**config.mk**
```make
export PLATFORM = sky130hd
export DESIGN_NAME = ex_mem_reg
export DESIGN_NICKNAME = d
export VERILOG_FILES = /design/src/rtl/ex_mem_reg.sv
export SDC_FILE = /design/constraint.sdc
export NUM_CORES = 1
export LEC_CHECK = 0
export CAP_MARGIN = 5
export CORE_AREA = 4 4 128 130
export CTS_CLUSTER_SIZE = 20
export DETAILED_ROUTE_END_ITERATION = 8
export DIE_AREA = 0 0 132 134
export PLACE_DENSITY = 0.95
export SYNTH_ARGS = -nofsm -noshare
export SYNTH_HDL_FRONTEND = slang
export SYNTH_SLANG_ARGS = --single-unit
```
**constraint.sdc**
```tcl
create_clock -name clk -period 6.25 [get_ports clk]
set_clock_uncertainty 0.1 [all_clocks]
set_input_delay 1.25 -clock clk [delete_from_list [all_inputs] [get_ports clk]]
set_output_delay 1.25 -clock clk [all_outputs]
set_load 0.02 [all_outputs]
```
**src/rtl/ex_mem_reg.sv**
```systemverilog
// EX/MEM pipeline register: captures EX results, resolves branches/jumps,
// forwards WB/MEM control and counts committed redirects (saturating).
module ex_mem_reg #(
  parameter int CNT_W = 16
) (
  input  logic             clk,
  input  logic             reset,
  input  logic             stall,
  input  logic             flush,
  input  logic             valid_in,
  input  logic [1:0]       WB_in,
  input  logic [3:0]       MEM_in,
  input  logic [2:0]       AluzeroCtr,
  input  logic             RegDst,
  input  logic [4:0]       Ins20_in,
  input  logic [4:0]       Ins15_in,
  input  logic [31:0]      alu_result,
  input  logic             alu_zero,
  input  logic [31:0]      B_in,
  input  logic [31:0]      nextAddress_in,
  input  logic [31:0]      imm_in,
  input  logic [25:0]      tar_in,
  output logic             valid_out,
  output logic [1:0]       WB_out,
  output logic [3:0]       MEM_out,
  output logic [31:0]      alu_result_out,
  output logic [31:0]      B_out,
  output logic [4:0]       writeReg_out,
  output logic             pcSrc_out,
  output logic [31:0]      redirect_out,
  output logic [CNT_W-1:0] taken_cnt
);

  logic        neg;
  logic        taken;
  logic        commit;
  logic [31:0] branch_target;
  logic [31:0] jump_target;
  logic [31:0] target;
  logic [4:0]  write_reg;

  assign neg = alu_result[31];

  always_comb begin
    taken = 1'b0;
    case (AluzeroCtr)
      3'b000:  taken = 1'b0;
      3'b001:  taken = alu_zero;
      3'b010:  taken = ~alu_zero;
      3'b011:  taken = alu_zero | neg;
      3'b100:  taken = ~alu_zero & ~neg;
      3'b101:  taken = neg;
      3'b110:  taken = ~neg;
      default: taken = 1'b1;
    endcase
  end

  // Target is loaded regardless of the outcome; only pcSrc_out qualifies it.
  assign branch_target = nextAddress_in + {imm_in[29:0], 2'b00};
  assign jump_target   = {nextAddress_in[31:28], tar_in, 2'b00};
  assign target        = (AluzeroCtr == 3'b111) ? jump_target : branch_target;
  assign write_reg     = RegDst ? Ins15_in : Ins20_in;
  assign commit        = taken & valid_in;

  always_ff @(posedge clk or negedge reset) begin
    if (!reset) begin
      valid_out      <= 1'b0;
      WB_out         <= 2'b00;
      MEM_out        <= 4'b0000;
      alu_result_out <= 32'd0;
      B_out          <= 32'd0;
      writeReg_out   <= 5'd0;
      pcSrc_out      <= 1'b0;
      redirect_out   <= 32'd0;
      taken_cnt      <= '0;
    end else if (flush) begin
      valid_out      <= 1'b0;
      WB_out         <= 2'b00;
      MEM_out        <= 4'b0000;
      alu_result_out <= 32'd0;
      B_out          <= 32'd0;
      writeReg_out   <= 5'd0;
      pcSrc_out      <= 1'b0;
      redirect_out   <= 32'd0;
    end else if (!stall) begin
      // A bubble keeps its data but must never write or redirect.
      valid_out      <= valid_in;
      WB_out         <= valid_in ? WB_in : 2'b00;
      MEM_out        <= valid_in ? MEM_in : 4'b0000;
      alu_result_out <= alu_result;
      B_out          <= B_in;
      writeReg_out   <= write_reg;
      pcSrc_out      <= commit;
      redirect_out   <= target;
      if (commit && (taken_cnt != {CNT_W{1'b1}})) begin
        taken_cnt <= taken_cnt + 1'b1;
      end
    end
  end

endmodule

```
==> results.ini <==
[die]
num_io_pins=305
start_util_pct=45.6
chipWidth_um=132
die_area_um2=17700
die_y_um=134
core-area_um2=15100
row_count=45

[layout]
finish.net_count=1197
area_delta_synth_final_pct=52.3
antenna_cells=0
layout-drive-gt1-share_pct=4.92

[sta]
min_period_ns=4.13
holdWs_ns=0.391
worstMarginPinSlew_ns=1.23
tns_ns=0
setup_viol=0
slew_headroom_pct=17.8
rsz0062_at_grt=false
hold_viol=0
post-route-period-util_pct=66.1
slew_viol_final=0
fmax_ghz=0.242

[clocking]
post_cts_resized=0
htree_levels=4
cts_buffers=17
ctsLongestPathBuffers=2
cts.sinks=125
worst_setup_hold_path_clk_slew_ns=0.05
cts_tree=done
post_cts_buffers=0
clk-insertion-delay-late_ns=0.41
hold_buffers=0
cts_root_buf=clkbuf_16

[route]
avgViaCountPerCell=5.61
first_iter_violations=459
vias=6636
wl_per_cell_um=19.3
wirelength_mm=22.8
ant_nets=0
drc=0
drt-pass1-iter-count=5

[placement]
routabilityCongestion=0.918
port_buffers=302
dpl.hpwl_mm=17.1

[worst_setup_path]
cp-start-kind=primary input
arrival_ns=4.31
worstPathMaxFanout=4
r2r_cells=6
worst-endpoint-required_ns=6.43
end_kind=register
critPathKind=in -> reg

[logic_synthesis]
yosys.area.top_type=dfrtp_1
synth_area_leaders=dfrtp_1 45%, mux2i_1 11%, nor2_1 6.7%
ys_seq_elements=125
synthArstFlopShare_pct=100
yosys.cell_count.top_type=dfrtp_1
synth_cells=705
syn-num-nets=916
postSynthAreaPerCell_um2=9.80
yosysWarnings=0
syn-cell-area_um2=6910
synth_commonest_cells=125 x dfrtp_1, 124 x nor2_1, 73 x mux2i_1
synth_edf_count=0
ys.flop_type=dfrtp_1
yosysSeqAreaShare_pct=45.3
synth_cell_types=63
yosys.area.top_type_share_pct=45.3

[power_and_ir_drop]
combPwrFrac_pct=27.2
p_switching_uw=713
power.leakage_nw=4.73
intPower_mw=1.72
vdd_drop_max_mv=0.180
seqPwrFrac_pct=37.4
swShare_pct=29.3
p_clk_share_pct=35.4
power_density_nw_per_um2=232

[global_route]
grt_max_degree=85
track_usage_pct=25.2
antenna_found_initial=0
grt_overflow=0
grt_pass1_vias=6736
grt_pass1_wl_mm=35.6

[min_path]
hold_path.class=reg -> reg
holdPathStages=1

[run_status]
status=finished, final reports clean

[job]
drv_cap=0

## kinds of logic (layout without fill, tap and decap cells)
logic type               after synthesis  count (layout)  synth area share (%)
buffers and inverters                 51             341                  3.01
AND/OR/NAND/NOR                      228             228                  15.2
flip-flops                           125             125                  45.3
multiplexers                          75              75                  10.9
adder cells (fa/ha/maj)               31              31                  5.72
XOR/XNOR                              40              40                  5.07
AO/OA/AOI/OAI                        155             155                  14.8
## layout by cell type, fill, tap and decap left out, types with 2 or more instances in the layout
cell type        Yosys  routed
a211oi_1             6       6
a21boi_0             2       2
a21o_1              18      18
a21oi_1             53      53
a21oi_2              2       2
a221oi_1             7       7
a22oi_1              3       3
a31oi_1              2       2
and2_1               3       3
and3_1              13      13
and4_1               4       4
buf_4                1       6
clkbuf_16            0      17
clkbuf_8             0       3
clkdlybuf4s50_1      0     299
clkinv_2             0       4
clkinvlp_4           0       2
dfrtp_1            125     125
ha_1                30      30
inv_1                8       8
mux2_2               2       2
mux2i_1             73      73
nand2_1             32      32
nand3_1             13      13
nand3b_1             2       2
nand4_1             12      12
nor2_1             124     124
nor3_1               5       5
nor3_2               2       2
o211ai_1             6       6
o21a_1               4       4
o21ai_0             28      28
o21ai_1              2       2
o21bai_1             4       4
o31ai_1              2       2
or3_1                9       9
xnor2_1             21      21
xor2_1              19      19
## worst paths after layout
kind | startpoint | end | slack (ns)
min in group asynchronous | reset | alu_result_out[10]$_DFFE_PN0P_ | 0.93
max in group asynchronous | reset | redirect_out[24]$_DFFE_PN0P_ | 3.94
worst min register to register | pcSrc_out$_DFFE_PN0P_ | pcSrc_out$_DFFE_PN0P_ | 0.39
worst min-delay path | pcSrc_out$_DFFE_PN0P_ | pcSrc_out$_DFFE_PN0P_ | 0.39
worst max register to register | taken_cnt[7]$_DFFE_PN0P_ | taken_cnt[14]$_DFFE_PN0P_ | 3.82
worst max-delay path | nextAddress_in[2] | redirect_out[20]$_DFFE_PN0P_ | 2.12
## flip-flops by register name, summed over array words and instances (netlist names)
register / count
taken_cnt: 16
B_out: 32
valid_out: 1
alu_result_out: 32
pcSrc_out: 1
writeReg_out: 5
MEM_out: 4
WB_out: 2
redirect_out: 32
## per-stage QoR
| step | power, mW | util, % | setup WS (ns) | cell area, um2 | cells |
|---|---|---|---|---|---|
| after floorplan | 1.26 | - | 2.41 | 6910 | 705 |
| after global placement | 1.56 | 66.0 | 1.82 | 10000 | 1155 |
| after detailed placement | 1.58 | 66.0 | 1.74 | 10000 | 1155 |
| after CTS | 2.45 | 69.4 | 2.16 | 10500 | 1183 |
| after global routing | 2.54 | 69.4 | 1.86 | 10500 | 1183 |
| final | 2.44 | 69.4 | 2.12 | 10500 | 1183 |
## worst max-delay path, cell delays in order
cell and delay [ns]:
clkdlybuf4s50_1 0.42, ha_1 0.23, fa_1 0.41, a21o_1 0.19, a21oi_1 0.25, nor2b_2 0.11, o211a_1 0.27, a21oi_2 0.23
o21bai_1 0.17, a221oi_2 0.31, xor2_1 0.09, a2111oi_0 0.38
## routing by layer
metal / vias to the layer above / track usage (%) / part of all wire, %
met4: 0 / 11.2 / 4.1
met5: - / 0 / 0
li1: 3069 / - / -
met3: 58 / 5.70 / 7.6
met1: 3153 / 29.8 / 37
met2: 356 / 43.9 / 51
## cell type report
class,count,area [um2]
Sequential cell,125,3130
Inverter,8,30.0
Multi-Input combinational cell,529,3570
Fill cell,1085,4630
Clock buffer,21,470
Clock inverter,7,43.8
Tap cell,188,235
Timing Repair Buffer,305,3040
## power groups by stage
stage / registers, mW / logic, mW / clock network [mW]
finish: 0.912 / 0.662 / 0.863
CTS: 0.912 / 0.662 / 0.876
floorplan: 0.991 / 0.266 / 0
global placement: 0.920 / 0.642 / 0
detailed placement: 0.924 / 0.658 / 0
global route: 0.920 / 0.712 / 0.913
Note: power is estimated with default switching activity, not from simulation.
